==> src/rtl/maze_solver_ctrl.sv <==
// Depth-first maze solver controller for a 16x16 one-bit maze memory.
// Marks visited cells, probes neighbours in order and backtracks via a move stack.
module maze_solver_ctrl #(
    parameter logic [3:0] START_X = 4'd0,
    parameter logic [3:0] START_Y = 4'd0,
    parameter logic [3:0] GOAL_X  = 4'd15,
    parameter logic [3:0] GOAL_Y  = 4'd15
) (
    input  logic       clk,
    input  logic       rst,
    input  logic       start,
    input  logic       mem_dout,
    output logic [3:0] mem_x,
    output logic [3:0] mem_y,
    output logic       mem_rd,
    output logic       mem_wr,
    output logic       mem_din,
    output logic       busy,
    output logic       done,
    output logic       fail,
    output logic [7:0] path_len,
    input  logic [7:0] rd_idx,
    output logic [1:0] rd_dir
);
    typedef enum logic [2:0] {
        IDLE, MARK, PROBE, BACKTRACK, DONE, FAIL
    } state_t;

    state_t     state, state_n;
    logic [3:0] pos_x, pos_y, pos_x_n, pos_y_n;
    logic [1:0] dir, dir_n;
    logic [7:0] sp, sp_n;
    logic       push;
    logic [1:0] stack [256];
    logic [3:0] nb_x, nb_y;
    logic       nb_oob;
    logic [1:0] top_dir;
    logic [3:0] bk_x, bk_y;

    assign top_dir  = stack[sp - 8'd1];
    assign path_len = sp;
    assign rd_dir   = stack[rd_idx];
    assign busy     = (state == MARK) || (state == PROBE) || (state == BACKTRACK);
    assign done     = (state == DONE);
    assign fail     = (state == FAIL);

    always_comb begin
        nb_x   = pos_x;
        nb_y   = pos_y;
        nb_oob = 1'b0;
        unique case (dir)
            2'd0: begin
                nb_y   = pos_y - 4'd1;
                nb_oob = (pos_y == 4'd0);
            end
            2'd1: begin
                nb_x   = pos_x + 4'd1;
                nb_oob = (pos_x == 4'd15);
            end
            2'd2: begin
                nb_x   = pos_x - 4'd1;
                nb_oob = (pos_x == 4'd0);
            end
            2'd3: begin
                nb_y   = pos_y + 4'd1;
                nb_oob = (pos_y == 4'd15);
            end
        endcase
    end

    // Undo the popped move: step opposite to the stored direction.
    always_comb begin
        bk_x = pos_x;
        bk_y = pos_y;
        unique case (top_dir)
            2'd0: bk_y = pos_y + 4'd1;
            2'd1: bk_x = pos_x - 4'd1;
            2'd2: bk_x = pos_x + 4'd1;
            2'd3: bk_y = pos_y - 4'd1;
        endcase
    end

    always_comb begin
        state_n = state;
        pos_x_n = pos_x;
        pos_y_n = pos_y;
        dir_n   = dir;
        sp_n    = sp;
        push    = 1'b0;
        mem_x   = pos_x;
        mem_y   = pos_y;
        mem_rd  = 1'b0;
        mem_wr  = 1'b0;
        mem_din = 1'b0;
        unique case (state)
            IDLE, DONE, FAIL: begin
                if (start) begin
                    state_n = MARK;
                    pos_x_n = START_X;
                    pos_y_n = START_Y;
                    sp_n    = 8'd0;
                    dir_n   = 2'd0;
                end
            end
            MARK: begin
                mem_wr  = 1'b1;
                mem_din = 1'b1;
                if (pos_x == GOAL_X && pos_y == GOAL_Y) begin
                    state_n = DONE;
                end else begin
                    dir_n   = 2'd0;
                    state_n = PROBE;
                end
            end
            PROBE: begin
                if (!nb_oob) begin
                    mem_x  = nb_x;
                    mem_y  = nb_y;
                    mem_rd = 1'b1;
                end
                if (!nb_oob && !mem_dout) begin
                    push    = 1'b1;
                    sp_n    = sp + 8'd1;
                    pos_x_n = nb_x;
                    pos_y_n = nb_y;
                    state_n = MARK;
                end else if (dir != 2'd3) begin
                    dir_n = dir + 2'd1;
                end else begin
                    state_n = BACKTRACK;
                end
            end
            BACKTRACK: begin
                if (sp == 8'd0) begin
                    state_n = FAIL;
                end else begin
                    sp_n    = sp - 8'd1;
                    pos_x_n = bk_x;
                    pos_y_n = bk_y;
                    if (top_dir != 2'd3) begin
                        dir_n   = top_dir + 2'd1;
                        state_n = PROBE;
                    end
                end
            end
            default: state_n = IDLE;
        endcase
    end

    always_ff @(posedge clk) begin
        if (rst) begin
            state <= IDLE;
            pos_x <= 4'd0;
            pos_y <= 4'd0;
            dir   <= 2'd0;
            sp    <= 8'd0;
        end else begin
            state <= state_n;
            pos_x <= pos_x_n;
            pos_y <= pos_y_n;
            dir   <= dir_n;
            sp    <= sp_n;
        end
    end

    always_ff @(posedge clk) begin
        if (push && !rst) stack[sp] <= dir;
    end
endmodule

==> config.mk <==
export PLATFORM = sky130hd
export DESIGN_NAME = maze_solver_ctrl
export DESIGN_NICKNAME = d
export VERILOG_FILES = /design/src/rtl/maze_solver_ctrl.sv
export SDC_FILE = /design/constraint.sdc
export NUM_CORES = 1
export LEC_CHECK = 0
export BUFFER_PORTS_ARGS = -buffer_cell sky130_fd_sc_hd__clkbuf_2
export CAP_MARGIN = 40
export CELL_PAD_IN_SITES_DETAIL_PLACEMENT = 1
export CELL_PAD_IN_SITES_GLOBAL_PLACEMENT = 1
export CORE_MARGIN = 1
export CORE_UTILIZATION = 40
export DETAILED_ROUTE_END_ITERATION = 10
export GPL_ROUTABILITY_DRIVEN = 0
export PLACE_DENSITY_LB_ADDON = 0.08
export SETUP_SLACK_MARGIN = 0.02
export SLEW_MARGIN = 20
export SYNTH_ARGS = -nofsm -noshare
export SYNTH_HDL_FRONTEND = slang
export SYNTH_SLANG_ARGS = --single-unit
==> constraint.sdc <==
create_clock -name clk -period 8.1 [get_ports clk]
set_input_delay 0.81 -clock clk [delete_from_list [all_inputs] [get_ports clk]]
set_output_delay 0.81 -clock clk [all_outputs]
set_load 0.05 [all_outputs]
# ---- After elaboration in Yosys (flattened, before gate mapping)
# Memory sizes are Yosys's and may differ from the RTL's.
# Cells that the tools add are included.
dict set report totals {
  register_bits 21
  memories 1
  input_bits 12
  output_inout_bits 24
  ram_bits 512
  elab_cells 103
}
dict set report classes {
  n_addsub 8
  reduce_logical 22
  mux 41
  eq_ne 26
}
# name depth word_bits read_ports rd_ports_with_merged_regs wr line_no
set memory_table {}
lappend memory_table {stack 256 2 2 0 1 34} ;# logic [1:0] stack [256];
# operator count
set op_table {}
lappend op_table {{$mux 4} 9}
lappend op_table {{$pmux 4 s2} 4}
lappend op_table {{$mux 8} 3}
lappend op_table {{$pmux 4 s3} 2}
lappend op_table {{$pmux 8 s3} 1}
lappend op_table {{$mux 3} 6}
lappend op_table {{$mux 2} 6}
lappend op_table {{$ne 2x2->1 const B} 6}
lappend op_table {{$pmux 3 s4} 1}
lappend op_table {{$reduce_and 5->1} 2}
lappend op_table {{$ne 3x1->1 const B} 3}
lappend op_table {{$add 4x1->4 const B} 2}
lappend op_table {{$add 8x1->8 const B} 1}
lappend op_table {{$eq 2x2->1 const B} 4}
lappend op_table {{$eq 4x4->1 const B} 2}
lappend op_table {{$logic_not 4->1} 2}
lappend op_table {{$logic_not 8->1} 1}
lappend op_table {{$pmux 2 s4} 1}
lappend op_table {{$sub 4x1->4 const B} 2}
lappend op_table {{$sub 8x1->8 const B} 1}
lappend op_table {{$mux 1} 7}
lappend op_table {{$reduce_and 7->1} 1}
lappend op_table {{$eq 3x2->1 const B} 2}
lappend op_table {{$eq 3x3->1 const B} 2}
lappend op_table {{16 further kinds} 26}

# ---- Longest topological paths before layout
# Gate-level depths: netlist of the first run.
dict set report depth {
  depth_word 9
  mapped_depth 24
  mapped_depth_nobuf 13
}

# ---- Least setup slack after synthesis of the first run
# Ideal clock, no wire load.
dict set report synth_path {
  kind {register -> output}
  startpoint {reg dir[0]}
  endpoint {out mem_y[0]}
  t_required_ps 7290
  stages_incl_launch_ff 11
  arrival_ps 6701
  slack_ps 589
  n_path_buf 2
  cell_sequence {dfxtp_1 inv_1 ha_1 clkbuf_1 nand2_1 o31ai_1 a21oi_1 o32ai_1 nand2b_1 clkbuf_1 o41ai_1}
}
dict set report synth_via {
  elab_chain_len 4
  elab_cells_between_ends 8
  cone_classes {eq/ne: 3; mux: 4; reduce/logical: 1}
}
# item line_no
set synth_lines {}
lappend synth_lines {{start: declaration} 31} ;# logic [1:0] dir, dir_n;
lappend synth_lines {{start signal: assignment} 161} ;# dir <= dir_n;
lappend synth_lines {{$eq 2x2->1, or another cell as far along} 51} ;# unique case (dir)
lappend synth_lines {{$pmux 1 s4 / $pmux 4 s2 (equally long branches)} 51}
lappend synth_lines {{$mux 4 *} 116} ;# if (!nb_oob) begin
lappend synth_lines {{$mux 4 *} 95} ;# unique case (state)
lappend synth_lines {{end: declaration} 14} ;# output logic [3:0] mem_y,
# Every way passes the cells marked *; elsewhere a longest branch is shown, timed or not.

# ---- Worst setup path in the final report of the first run
dict set report layout_path {
  startpoint {reg sp[0], in the netlist path_len[0]}
  endpoint {reg pos_y[1]}
}
dict set report layout_via {
  elab_chain_len 6
  elab_cells_between_ends 11
  cone_classes {add/sub: 1; eq/ne: 3; mux: 3; reduce/logical: 3; memory: 1}
}
# item line_no
set layout_lines {}
lappend layout_lines {{start: declaration} 32} ;# logic [7:0] sp, sp_n;
lappend layout_lines {{start signal: assignment} 162} ;# sp <= sp_n;
lappend layout_lines {{$sub 8x1->8} 40} ;# assign top_dir = stack[sp - 8'd1];
lappend layout_lines {{$mem_v2 256x2} n/a}
lappend layout_lines {{$eq 2x2->1 / $logic_not 2->1 (equally long branches)} 75} ;# unique case (top_dir)
lappend layout_lines {{$pmux 4 s2} 75}
lappend layout_lines {{$mux 4} 134} ;# if (sp == 8'd0) begin
lappend layout_lines {{$pmux 4 s3} 95}
lappend layout_lines {{end signal: assignment} 160} ;# pos_y <= pos_y_n;
lappend layout_lines {{end: declaration} 30} ;# logic [3:0] pos_x, pos_y, pos_x_n, pos_y_n;
# Several ways; a longest one is shown, not always the timed one. The select of a mux whose other input is x is not followed.
# A chain may end at the register's enable or synchronous reset.

==> reports/metrics.csv, run 1 <==
stage,metric,value,unit
drt,wl_per_cell,33.28,um
final_layout,nets,1792,
drt,drt-met1-wl,39100,um
die,die_area,69570,sq um
global_routing,grt_start_max_net_pins,89,
drt,vias,17320,
global_routing,grt_pass1_wl,129400,um
place,numPortBuffers,35,
clock_tree,cts_tree,done,
yosys,synth-edff-count,512,
hold_path,holdPathStages,2,
place,place_inst,2574,
die,start_util,40.59,%
timing,slew_violations,0,
timing,worstMarginPinSlew,0.9047,ns
drt,drtPass1Iterations,5,
die,floorplan.die.width,263.8,um
global_routing,grt_pass1_vias,17710,
clock_tree,clk_pin_slew,0.07,ns
drt,wl_met2,41870,um
die,fp.coreArea,67510,sq um
yosys,synth_area_leader_cell,edfxtp_1,
final_layout,syn2layout_area_growth,12.19,%
pwr,irDropWorstVdd,0.1654,mV
timing,clock.fmax,0.1752,GHz
global_routing,track_usage,25.75,%
yosys,yosysMostFrequentCell,edfxtp_1,
yosys,synth_nets,1792,
timing,final.period_utilization,70.45,%
setup_path,cp-start-kind,flop,
timing,min_period,5.706,ns
setup_path,r2r-start,path_len[0],
yosys,ys.warnings.count,0,
hold_path,hp-class,flop to flop,
yosys,yosys.area_share.simple,8.610,%
die,ios,36,
timing,setup_violations,0,
setup_path,critPathRequiredTime,8.64,ns
final_layout,drive_above_1_share,28.26,%
pwr,power,8551,uW
yosys,ys_ff_latch,533,
final_layout,postLayoutCoreUtil,45.54,%
drt,top_layer_used,met5,
yosys,ys_async_sr_fraction,0,%
yosys,synth-adder-area-share,0.5935,%
yosys,synth_top_family_by_area,multiplexers,
setup_path,path_max_fanout,17,
run_status,outcome,completed,
yosys,synth_xor_area_share,0.7669,%
drt,drt-vias-per-instance,6.445,
yosys,avgSynthCellArea,15.51,sq um
timing,rsz0062_at_grt,false,
yosys,synth_compound_area_share,4.045,%
clock_tree,clock_path_buffers,3,
clock_tree,holdBufCountCts,0,
final_layout,final_cells,2688,
yosys,ys_top_cells_by_area,"edfxtp_1, mux4_2, nor2_1",
die,fp.dieH,263.8,um
hold_path,hold_path_end,pos_y[3],
drt,dr.first_iter.drc_count,1926,
drt,drc_errors,0,
pwr,p_per_area,278.1,nW/um^2
global_routing,antenna_found_initial,3,
drt,wl_met3,5630,um
yosys,synth_top_flop_cell,edfxtp_1,
timing,slew_headroom,39.28,%
setup_path,cp.arrival,6.25,ns
place,place_ws,2.600,ns
yosys,ys_types,81,
final_layout,num_antenna_cells,0,
clock_tree,clock_latency,0.67,ns
clock_tree,cts_root_buf,clkbuf_16,
clock_tree,cts_resized,0,
place,hpwlAfterDp,58480,um
clock_tree,htreeDepth,2,
global_routing,grt-ovfl-total,0,
drt,wl,89460,um
hold_path,min-delay-start,pos_y[3],
die,rows,95,
setup_path,reg2reg_slack,2.39,ns
timing,fin_skew,0.04159,ns
yosys,yosysSeqAreaShare,57.63,%
timing,setup_tns,0,ns
yosys,synth_mux_area_share,25.57,%
pwr,power.leakage,0.009409,uW
setup_path,worst_r2r_endpoint,pos_y[1],
clock_tree,numCtsBuffers,59,
setup_path,path_class,flop to flop,
timing,worst_slack,2.394,ns
clock_tree,cts_setup_buffers,0,
yosys,netlist_area,27410,sq um
drt,antenna_left,0,
setup_path,r2r_cells,14,
final_layout,num-fill-cells,6550,
yosys,synthCells,1767,
setup_path,endpoint_kind,flop,
clock_tree,clock_sinks,533,
job,maxCapViolations,0,
timing,finalHoldViolations,0,
yosys,netlist.area_leader.share,56.10,%
yosys,ys_top_cells_by_count,"edfxtp_1, nor2_1, mux4_2, nand2_1, clkbuf_1",
worst max-delay path, stage by stage (launching register included):
cell and delay, ns:
dfxtp_4 0.35, inv_1 0.55, ha_4 0.34, or3b_1 0.61, xor2_2 0.30, buf_4 0.29
nor2_1 0.54, a22oi_1 0.22, and3_1 0.21, a311oi_1 0.26, o2111ai_1 0.48, or3b_1 0.70
xor2_1 0.21, a211o_1 0.33, o31ai_2 0.18
cells in the final DEF (no fill, tap or decap), drive strengths merged, types with 18 or more instances in the layout:
cell and instances:
a21oi 41, buf 58, clkbuf 101, clkinv 32, dfxtp 21, edfxtp 512
mux2i 23, mux4 297, nand2 116, nand3 43, nor2 308, nor3 18
o21ai 24
per-stage QoR:
step	hold slack (ns)	area (sq um)
floorplan	0.5728	27410
global placement	0.5882	28340
detailed placement	0.5771	28750
CTS	0.5923	30650
global route	0.6412	30750
finish	0.5935	30750
layer usage:
layer	GRT usage, %	up-vias
met5	0	-
met4	8.045	2
met3	4.092	146
met2	40.41	711
met1	36.97	9365
li1	-	7099
where the power goes:
group          internal, uW  switching, uW
sequential             3170           95.2
combinational           904           1700
clock                  1530           1160
total                  5600           2950
final cells by class:
cell class / instances / area, sq um / area share (%)
Clock buffer: 69 / 1514 / 4.924
Clock inverter: 40 / 391.6 / 1.274
Inverter: 17 / 63.81 / 0.2075
Multi-Input combinational cell: 1066 / 10930 / 35.56
Sequential cell: 533 / 15810 / 51.41
Tap cell: 873 / 1092 / 3.552
Timing Repair Buffer: 90 / 945.9 / 3.076
logic make-up (layout without fill, tap and decap cells):
group | Yosys count | count (layout)
AOI/OAI and AO/OA | 158 | 158
xor gates and xnor gates | 18 | 18
adders and majority gates | 13 | 13
buffers and inverters | 168 | 216
DFF | 533 | 533
muxes | 326 | 326
and+or+nand+nor | 551 | 551
worst max-delay path by stage:
stage | from | end | slack [ns] | cells past startpoint
2_1_floorplan | dir[0] | mem_y[0] | 0.59 | 10
3_5_place_dp | path_len[0] | pos_y[1] | 2.60 | 14
6_report | path_len[0] | pos_y[1] | 2.39 | 14
4_1_cts | path_len[0] | pos_y[1] | 2.56 | 14
3_3_place_gp | path_len[0] | dir[0] | 2.65 | 12
5_1_grt | path_len[0] | dir[0] | 2.22 | 14
flip-flops by register name, summed over array words and instances (netlist names):
| signal | count |
|---|---|
| path_len | 8 |
| pos_y | 4 |
| stack | 512 |
| pos_x | 4 |
| dir | 2 |
| state | 3 |
Note: power is estimated with default switching activity, not from simulation.
==> run 2, diff against run 1 <==
Clock period 8.1 ns to 4.7 ns, I/O delays scaled along.
==> reports/metrics.csv, run 2 (synthesized netlist as in run 1, its figures left out) <==
stage,metric,value,unit,change
run_status,outcome,completed,,
hold_path,hp-class,primary input to flop,,
timing,rsz0062_at_grt,false,,
final_layout,syn2layout_area_growth,13.75,%,
drt,antenna_left,0,,unchanged
final_layout,num-fill-cells,6502,,-0.73%
global_routing,track_usage,26.05,%,+0.30 points
place,place_ws,0.1313,ns,-2.469 ns
global_routing,grt_pass1_vias,18080,,+2.1%
timing,setup_tns,0,ns,unchanged
final_layout,final_cells,2747,,+2.2%
timing,worstMarginPinSlew,0.8618,ns,-0.04287 ns
final_layout,regMostFlops,stack,,
final_layout,drive_above_1_share,29.78,%,+1.5 points
timing,finalHoldViolations,0,,unchanged
die,ios,36,,unchanged
pwr,power.leakage,0.009667,uW,+2.7%
final_layout,layout_common_cells,"edfxtp_1, nor2_1, mux4_2, nand2_1, buf_4",,
die,die_area,69570,sq um,unchanged
die,start_util,40.59,%,unchanged
final_layout,nets,1855,,+3.5%
final_layout,mostFrequentLayoutCell,edfxtp_1,,
final_layout,multiInputGateArea,10930,sq um,about the same
place,place_inst,2635,,+2.4%
drt,drc_errors,0,,unchanged
clock_tree,numCtsBuffers,59,,unchanged
drt,dr.first_iter.drc_count,1801,,-6.5%
job,maxCapViolations,0,,unchanged
drt,drtPass1Iterations,5,,unchanged
final_layout,seqCellArea,15810,sq um,unchanged
place,placed_area,29250,sq um,+1.8%
setup_path,slowest_delay,0.50,ns,-0.20 ns
setup_path,cpMostUsedCell,or3b_1,,
drt,wl_per_cell,32.66,um,-1.9%
clock_tree,clock_latency,0.63,ns,-0.04 ns
clock_tree,clock_path_buffers,3,,unchanged
place,numPortBuffers,35,,unchanged
setup_path,r2r_cells,14,,unchanged
clock_tree,clk_pin_slew,0.06,ns,about the same
die,floorplan.die.width,263.8,um,unchanged
setup_path,path_class,flop to flop,,
setup_path,path_max_fanout,9,,-8
timing,final.period_utilization,93.73,%,+23 points
final_layout,stdcell_area,31180,sq um,+1.4%
timing,clock.fmax,0.2270,GHz,+30%
setup_path,cp.arrival,4.90,ns,-1.35 ns
setup_path,critPathRequiredTime,5.20,ns,-3.44 ns
pwr,p_sw,5070,uW,+72%
timing,slew_headroom,42.34,%,+3.1 points
global_routing,antenna_found_initial,3,,unchanged
drt,wl,89730,um,+0.29%
clock_tree,cts_root_buf,clkbuf_16,,
drt,drt-vias-per-instance,6.359,,-1.3%
pwr,combPwrFrac,32.2,%,+1.7 points
global_routing,grt-ovfl-total,0,,unchanged
timing,fin_skew,0.01955,ns,-0.02204 ns
clock_tree,holdBufCountCts,0,,unchanged
timing,min_period,4.405,ns,-1.301 ns
timing,setup_violations,0,,unchanged
die,fp.coreArea,67510,sq um,unchanged
place,hpwlAfterDp,61080,um,+4.5%
setup_path,cp-start-kind,flop,,
global_routing,grt_start_max_net_pins,87,,-2.2%
final_layout,postLayoutCoreUtil,46.18,%,+0.64 points
pwr,p_seq_share,37.4,%,-0.7 points
global_routing,grt_pass1_wl,131600,um,+1.7%
timing,slew_violations,0,,unchanged
clock_tree,htreeDepth,2,,unchanged
final_layout,num_antenna_cells,0,,unchanged
hold_path,holdPathStages,4,,+2
timing,worst_slack,0.2945,ns,-2.099 ns
clock_tree,cts_tree,done,,
pwr,switching_share,34.07,%,-0.46 points
pwr,p_per_area,477.2,nW/um^2,+72%
final_layout,largest_reg_flops,512,,unchanged
drt,vias,17470,,+0.84%
setup_path,endpoint_kind,flop,,
pwr,irDropWorstVdd,0.2902,mV,+75%
pwr,p_int,9809,uW,+75%
clock_tree,clock_sinks,533,,unchanged
setup_path,slowest_stage,or3b_1,,
pwr,p_clk_share,30.4,%,-1.0 points
die,fp.dieH,263.8,um,unchanged
die,rows,95,,unchanged
setup_path,cp_cell_sequence,inv_1 -> ha_4 -> or3b_1 -> buf_4 -> or4_4 -> nand2_2 -> a41oi_1 -> a311oi_1 -> nor4_2 -> a41oi_4 -> or3b_1 -> mux2_1 -> a22oi_1 -> o32ai_1,,
==> run 2: path summary, 6_finish.rpt <==
check | start | end | slack [ns]
max | path_len[0] | pos_y[3] | 0.29
min | start | state[2] | 0.30
max reg2reg | path_len[0] | pos_y[3] | 0.29
min reg2reg | pos_y[1] | pos_y[1] | 0.63
==> run 2: power groups by stage <==
stage | clock [uW] | combinational [uW] | sequential [uW]
2_1_floorplan | 0 | 2940 | 5760
3_3_place_gp | 0 | 4650 | 5670
3_5_place_dp | 0 | 4740 | 5660
4_1_cts | 4600 | 4760 | 5560
5_1_grt | 4740 | 5110 | 5580
6_report | 4520 | 4800 | 5570
==> run 2: cell type report <==
cell class,count,area share [%]
Multi-Input combinational cell,1066,35.04
Tap cell,873,3.503
Clock buffer,68,4.844
Sequential cell,533,50.70
Clock inverter,37,1.031
Inverter,17,0.2047
Timing Repair Buffer,153,4.675
==> run 2: critical path, delay by kind of cell, from the launching register on <==
kind / cells / cell delay, ns
AO/OA/AOI/OAI: 5 / 1.23
adder cells (fa/ha/maj): 1 / 0.24
buffers and inverters: 2 / 0.32
flip-flops: 1 / 0.36
multiplexers: 1 / 0.35
AND/OR/NAND/NOR: 5 / 1.76
==> run 2: repair_timing <==
| action | in CTS | in global routing |
|---|---|---|
| endpoints found under the setup margin | 0 | 5 |
| endpoints found under the hold margin | 0 | 0 |
| resized for setup | 0 | 2 |
| setup buffers | 0 | 3 |
==> run 2: through the flow <==
step,hold WS (ns),total power (uW)
after floorplan,0.5728,8697
after global placement,0.6024,10320
after detailed placement,0.6170,10400
after CTS,0.2681,14930
after global routing,0.3497,15420
final,0.2981,14880
==> run 2: metal layers <==
layer,up-vias,share of wire (%),global-route usage [%]
met5,-,0,0
met4,0,2.1,6.081
li1,7231,-,-
met1,9478,45,38.10
met2,653,47,41.00
met3,106,6.3,4.120
